**src/rtl/svga_timing_gen.sv**
```systemverilog
// SVGA raster timing generator: free-running h/v counters followed by one
// registered decode stage, so all outputs are mutually aligned.
module svga_timing_gen #(
  parameter int H_ACTIVE   = 640,
  parameter int H_FP       = 16,
  parameter int H_SYNC     = 96,
  parameter int H_BP       = 48,
  parameter int V_ACTIVE   = 480,
  parameter int V_FP       = 10,
  parameter int V_SYNC     = 2,
  parameter int V_BP       = 33,
  parameter bit H_SYNC_POL = 1'b0,
  parameter bit V_SYNC_POL = 1'b0,
  parameter int CW         = 11
) (
  input  logic          pixel_clock,
  input  logic          reset,
  output logic          hsync,
  output logic          vsync,
  output logic          blank,
  output logic [CW-1:0] pixel_x,
  output logic [CW-1:0] pixel_y,
  output logic          line_start,
  output logic          frame_start,
  output logic [7:0]    frame_count
);

  localparam int H_TOTAL = H_ACTIVE + H_FP + H_SYNC + H_BP;
  localparam int V_TOTAL = V_ACTIVE + V_FP + V_SYNC + V_BP;

  localparam logic [CW-1:0] H_LAST = CW'(H_TOTAL - 1);
  localparam logic [CW-1:0] V_LAST = CW'(V_TOTAL - 1);

  // Decode bounds carry one extra bit so an end bound equal to 2^CW still compares correctly
  localparam logic [CW:0] H_ACT_END  = (CW+1)'(H_ACTIVE);
  localparam logic [CW:0] H_SYNC_BEG = (CW+1)'(H_ACTIVE + H_FP);
  localparam logic [CW:0] H_SYNC_END = (CW+1)'(H_ACTIVE + H_FP + H_SYNC);
  localparam logic [CW:0] V_ACT_END  = (CW+1)'(V_ACTIVE);
  localparam logic [CW:0] V_SYNC_BEG = (CW+1)'(V_ACTIVE + V_FP);
  localparam logic [CW:0] V_SYNC_END = (CW+1)'(V_ACTIVE + V_FP + V_SYNC);

  logic [CW-1:0] r_h_cnt;
  logic [CW-1:0] r_v_cnt;
  logic          r_frame_seen;

  logic [CW:0] w_h_ext;
  logic [CW:0] w_v_ext;
  logic        w_h_act;
  logic        w_v_act;
  logic        w_h_sync;
  logic        w_v_sync;
  logic        w_line_0;
  logic        w_frame_0;

  always_ff @(posedge pixel_clock or posedge reset) begin
    if (reset) begin
      r_h_cnt <= '0;
      r_v_cnt <= '0;
    end else if (r_h_cnt == H_LAST) begin
      r_h_cnt <= '0;
      r_v_cnt <= (r_v_cnt == V_LAST) ? '0 : r_v_cnt + 1'b1;
    end else begin
      r_h_cnt <= r_h_cnt + 1'b1;
    end
  end

  assign w_h_ext   = {1'b0, r_h_cnt};
  assign w_v_ext   = {1'b0, r_v_cnt};
  assign w_h_act   = w_h_ext < H_ACT_END;
  assign w_v_act   = w_v_ext < V_ACT_END;
  assign w_h_sync  = (w_h_ext >= H_SYNC_BEG) && (w_h_ext < H_SYNC_END);
  assign w_v_sync  = (w_v_ext >= V_SYNC_BEG) && (w_v_ext < V_SYNC_END);
  assign w_line_0  = (r_h_cnt == '0);
  assign w_frame_0 = w_line_0 && (r_v_cnt == '0);

  // The first frame_start after reset is not a completed frame, so it only arms the counter
  always_ff @(posedge pixel_clock or posedge reset) begin
    if (reset) begin
      hsync        <= ~H_SYNC_POL;
      vsync        <= ~V_SYNC_POL;
      blank        <= 1'b1;
      pixel_x      <= '0;
      pixel_y      <= '0;
      line_start   <= 1'b0;
      frame_start  <= 1'b0;
      frame_count  <= '0;
      r_frame_seen <= 1'b0;
    end else begin
      hsync       <= w_h_sync ? H_SYNC_POL : ~H_SYNC_POL;
      vsync       <= w_v_sync ? V_SYNC_POL : ~V_SYNC_POL;
      blank       <= ~(w_h_act && w_v_act);
      pixel_x     <= r_h_cnt;
      pixel_y     <= r_v_cnt;
      line_start  <= w_line_0;
      frame_start <= w_frame_0;
      if (w_frame_0) begin
        if (r_frame_seen) frame_count <= frame_count + 1'b1;
        r_frame_seen <= 1'b1;
      end
    end
  end

endmodule

```
**config.mk**
```make
export PLATFORM = sky130hd
export DESIGN_NAME = svga_timing_gen
export DESIGN_NICKNAME = d
export VERILOG_FILES = /design/src/rtl/svga_timing_gen.sv
export SDC_FILE = /design/constraint.sdc
export NUM_CORES = 1
export LEC_CHECK = 0
export BUFFER_PORTS_ARGS = -buffer_cell sky130_fd_sc_hd__buf_2
export CORE_ASPECT_RATIO = 0.8
export CORE_MARGIN = 2
export CORE_UTILIZATION = 45
export CTS_BUF_LIST = sky130_fd_sc_hd__clkbuf_2
export DETAILED_ROUTE_END_ITERATION = 10
export GPL_TIMING_DRIVEN = 0
export PLACE_DENSITY = 0.77
export SLEW_MARGIN = 10
export SYNTH_ARGS = -nofsm -noshare
export SYNTH_HDL_FRONTEND = slang
export SYNTH_SLANG_ARGS = --single-unit
```
**constraint.sdc**
```tcl
create_clock -name pixel_clock -period 4 [get_ports pixel_clock]
set_clock_uncertainty 0.1 [all_clocks]
set_input_delay 0 -clock pixel_clock [delete_from_list [all_inputs] [get_ports pixel_clock]]
set_output_delay 0 -clock pixel_clock [all_outputs]
set_load 0.02 [all_outputs]
```
# Yosys cells after proc, flatten, opt, wreduce, memory -nomap -nowiden
# Cells that the tools add are included.
# W data, S select, Z words.
[totals] out_inout_bits=35 regBits=58 inputBits=2 wordCells=34
[op_classes] n_lt_le_gt_ge=6 mux=4 n_reduce_logical=7 eq_ne=2 n_addsub=3 bitwise_logic=1
[ops] cell="$add A11 B1 Y11 const B" n=2
[ops] cell="$eq A11 B10 Y1 const B" n=2
[ops] cell="$logic_not A11 Y1" n=2
[ops] cell="$lt A11 B10 Y1 const B" n=2
[ops] cell="$lt A11 B9 Y1 const B" n=2
[ops] cell="$mux W11" n=2
[ops] cell="$ge A11 B10 Y1 const B" n=1
[ops] cell="$ge A11 B9 Y1 const B" n=1
[ops] cell="$add A8 B1 Y8 const B" n=1
[ops] cell="$logic_and A1 B1 Y1" n=4
[ops] cell="$mux W1" n=2
[ops] cell="$reduce_and A2 Y1" n=1
[ops] cell="$not A1 Y1" n=1

# Logic depth before layout (Yosys ltp)
[logic_depth] depth_word=3 mapped_depth=6 mapped_depth_nobuf=6

# Worst setup path before layout
# OpenSTA, ideal clock, no wires.
[synth_timing] path_type="reg-to-reg" startpoint="register r_h_cnt[5]" endpoint="register r_v_cnt[3]" slack_ps=2021 synth_period_minus_slack_ps=1979 arrival_ps=1797 setup_ps=83 stages_incl_launch_ff=5 path_cell_list="dfrtp_1 or4_4 or3_4 or3_1 o21ai_0"
[synth_between] elab_chain_len=1
[synth_lines] item="start: declaration" line_no="42" source="logic [CW-1:0] r_h_cnt;"
[synth_lines] item="start signal: assignment" line_no="63" source="r_h_cnt <= r_h_cnt + 1'b1;"
[synth_lines] item="$eq A11 B10 Y1" line_no="59" source="end else if (r_h_cnt == H_LAST) begin"
[synth_lines] item="end signal: assignment" line_no="61" source="r_v_cnt <= (r_v_cnt == V_LAST) ? '0 : r_v_cnt + 1'b1;"
[synth_lines] item="end: declaration" line_no="43" source="logic [CW-1:0] r_v_cnt;"
# Every way passes these cells.
# A chain may end at the register's enable or synchronous reset.

# Worst setup path after layout
[layout_timing] startpoint="register r_h_cnt[5]" endpoint="register r_v_cnt[10]"
# Same word-level chain as after synthesis.

==> results.sh <==
export IMPL_setup_viol=0
export IMPL_syn_inst=186
export IMPL_synth_flop_cell="dfrtp_1"
export IMPL_tightest_slew_ns=0.683
export IMPL_core_rowCount=23
export IMPL_fmax_mhz=427
export IMPL_crit_path_start_kind="register"
export IMPL_post_cts_resize_count=0
export IMPL_place_congestion=0.833
export IMPL_power_density_mw_per_mm2=353
export IMPL_grt_pass1_wl_um=6650
export IMPL_portBuffers=36
export IMPL_critPathBufInv=0
export IMPL_clkTransAtPathRegs_ns=0.14
export IMPL_initial_core_util_pct=46.0
export IMPL_arrival_ns=2.59
export IMPL_wirelength_um=4060
export IMPL_drc=0
export IMPL_cp_required_ns=4.25
export IMPL_antenna_cells=0
export IMPL_yosys_area_share_simple_pct=18.7
export IMPL_critPathMaxStageDelay_ns=0.64
export IMPL_yosysSeqAreaShare_pct=64.3
export IMPL_fillers=434
export IMPL_grt_setup_unrepaired="no"
export IMPL_antenna_found_initial=0
export IMPL_timing_rr_start="r_h_cnt[5]$_DFF_PP0_"
export IMPL_layout_area_overhead_vs_synth_pct=17.5
export IMPL_reg2reg_depth=4
export IMPL_yosys_area_share_adder_pct=2.76
export IMPL_postRouteAntennaNets=0
export IMPL_die_w_um=83.3
export IMPL_cts_buffers=9
export IMPL_path_max_fanout=8
export IMPL_maxSlewHeadroom_pct=54.1
export IMPL_hold_viol_final=0
export IMPL_period_minus_slack_ns=2.34
export IMPL_via_count=1545
export IMPL_busiest_layer="met2"
export IMPL_hold_path_depth=0
export IMPL_ys_warn_count=0
export IMPL_hpwlAfterDp_um=2750
export IMPL_die_y_um=67.4
export IMPL_synth_cell_types=31
export IMPL_dieArea_sq_mm=0.00562
export IMPL_async_reset_ff_share_pct=100
export IMPL_cp_slowest_cell="nor4_1"
export IMPL_gr_usage_met1_pct=18.9
export IMPL_synth_edf_count=0
export IMPL_first_global_vias=1448
export IMPL_synth_top_family_by_area="simple AND/OR/NAND/NOR gates"
export IMPL_met3_usage_pct=6.72
export IMPL_fin_crit_sh_pct=58.6
export IMPL_rr_endpoint="r_v_cnt[10]$_DFFE_PP0N_"
export IMPL_htreeDepth=3
export IMPL_worstPathCellList="or4_4 > nor4_1 > nand3_1 > xnor2_1"
export IMPL_crit_family="simple AND/OR/NAND/NOR gates"
export IMPL_grt_use_total_pct=15.8
export IMPL_grt_max_degree=40
export IMPL_clock_sinks=58
export IMPL_p_leak_nw=1.40
export IMPL_status="complete, no violations"
export IMPL_drive_gt1_share_pct=26.3
export IMPL_synthesis_nets=193
export IMPL_worstSetupPathType="reg -> reg"
export IMPL_clock_latency_ns=0.46
export IMPL_syn_area_per_cell_sq_um=12.2
export IMPL_synthMuxAreaShare_pct=0.940
export IMPL_io_pins=37
export IMPL_core_sq_mm=0.00492
export IMPL_hold_path_class="reg -> reg"
export IMPL_fin_util_pct=54.1
export IMPL_hold_end="pixel_y[3]$_DFF_PP0_"
export IMPL_vias_per_cell=5.12
export IMPL_drt_pass1_iter_count=4
export IMPL_globalRouteMet2Util_pct=25.2
export IMPL_drv_cap=0
export IMPL_cts_tree="done"
export IMPL_wl_per_cell_um=13.4
export IMPL_nNetsFinal=243
export IMPL_hp_start="r_v_cnt[3]$_DFFE_PP0N_"
export IMPL_cts_root_buf="clkbuf_2"
export IMPL_fin_setup_tns_ns=0
export IMPL_clock_path_buffers=2
export IMPL_synth_xor_area_share_pct=7.74
export IMPL_r2r_slack_ns=1.66
export IMPL_synth_compound_area_share_pct=3.21
export IMPL_slew_viol_final=0
export IMPL_cp_depth=4
export IMPL_synth_seq_cells=58
export IMPL_ir_worst_vdd_mv=0.201
export IMPL_grt_ovfl_total=0
export IMPL_worst_setup_path_end_kind="register"
export IMPL_drtIter0Drc=122
export IMPL_syn_area_sq_mm=0.00226
-- Yosys cell counts, drive strengths merged, types with 3 or more instances --
cell type / instances / area [sq um]
nand3: 14 / 70.1
inv: 11 / 41.3
xnor2: 8 / 70.1
nand2: 14 / 52.6
ha: 5 / 62.6
o21ai: 6 / 30.0
nor3: 10 / 50.1
nand4: 7 / 43.8
dfrtp: 55 / 1380
a21oi: 3 / 15.0
nor2: 8 / 30.0
xor2: 12 / 105
nor4: 7 / 43.8
dfstp: 3 / 78.8
or3: 4 / 30.0
-- flip-flops by register name, summed over array words and instances, names as in the netlist --
| signal | flops |
|---|---|
| line_start | 1 |
| r_v_cnt | 11 |
| r_frame_seen | 1 |
| frame_count | 8 |
| vsync | 1 |
| hsync | 1 |
| blank | 1 |
| frame_start | 1 |
| pixel_y | 11 |
| pixel_x | 11 |
| r_h_cnt | 11 |
-- power breakdown --
part           switching, mW  internal (mW)
Clock                  0.194          0.143
Combinational         0.0113        0.00369
Sequential                 0          0.587
-- per-layer routing --
layer	part of all wire (%)	vias up
met4	0.71	0
li1	-	755
met1	46	743
met2	47	42
met5	0	-
met3	6.4	5
-- how the worst max path moves through the flow --
stage                                      start                         end  slack [ns]
after detailed placement    r_h_cnt[5]$_DFF_PP0_     r_v_cnt[10]$_DFFE_PP0N_        1.69
after floorplan             r_h_cnt[5]$_DFF_PP0_      r_v_cnt[3]$_DFFE_PP0N_        2.02
after global placement    r_v_cnt[5]$_DFFE_PP0N_  frame_count[1]$_DFFE_PP0P_        1.80
after global routing      r_v_cnt[5]$_DFFE_PP0N_  frame_count[1]$_DFFE_PP0P_        1.51
after CTS                   r_h_cnt[5]$_DFF_PP0_     r_v_cnt[10]$_DFFE_PP0N_        1.64
final                       r_h_cnt[5]$_DFF_PP0_     r_v_cnt[10]$_DFFE_PP0N_        1.66
-- placed cells by master (no fill, tap or decap), types with 2 or more instances in the layout --
master         netlist  final
o31ai_1              2      2
ha_1                 5      5
dfstp_2              3      3
inv_1               11     10
nor3_1              10     10
dlygate4sd3_1        0      2
nand3_1             14     14
buf_2                0     36
a31oi_1              2      2
nand4_1              7      7
or3_1                3      3
clkinv_2             0      2
and4_1               2      2
nand2_1             14     14
o21ai_0              6      6
nor2b_1              2      2
xor2_1              12     12
nor2_1               8      8
clkbuf_2             0     11
xnor2_1              8      8
dfrtp_1             55     55
nor4_1               7      7
a21oi_1              3      3
-- cell type report --
cell class / instances / area (sq um) / share of cell area (%)
Sequential cell: 58 / 1460 / 54.7
Multi-Input combinational cell: 115 / 756 / 28.4
Timing Repair Buffer: 39 / 220 / 8.28
Tap cell: 62 / 77.6 / 2.92
Clock buffer: 11 / 55.1 / 2.07
Clock inverter: 4 / 43.8 / 1.65
Inverter: 11 / 41.3 / 1.55
Buffer: 2 / 11.3 / 0.423
-- cell families (layout without fill, tap and decap cells) --
logic type	count (synthesis)	in the layout
buf+inv	13	67
flops	58	58
mux	2	2
fa+ha+maj	5	5
xor+xnor	20	20
simple gates	75	75
compound gates	13	13
-- timing repair --
| action | 4_1_cts | 5_1_grt |
|---|---|---|
| hold endpoints to repair | 58 | 0 |
| hold buffers | 2 | 0 |
| buffers inserted | 0 | 0 |
| setup endpoints to repair | 0 | 0 |
-- through the flow --
| stage | instances | hold WS [ns] | total power [mW] | setup WS (ns) | instance area [sq um] |
|---|---|---|---|---|---|
| 6_report | 302 | 0.311 | 0.939 | 1.66 | 2660 |
| 3_3_place_gp | 284 | 0.288 | 0.609 | 1.80 | 2520 |
| 2_1_floorplan | 186 | 0.252 | 0.606 | 2.02 | 2260 |
| 4_1_cts | 302 | 0.312 | 0.952 | 1.64 | 2660 |
| 3_5_place_dp | 285 | -0.0849 | 0.612 | 1.69 | 2540 |
| 5_1_grt | 302 | 0.325 | 0.976 | 1.51 | 2660 |
Note: power is estimated with default switching activity, not from simulation.
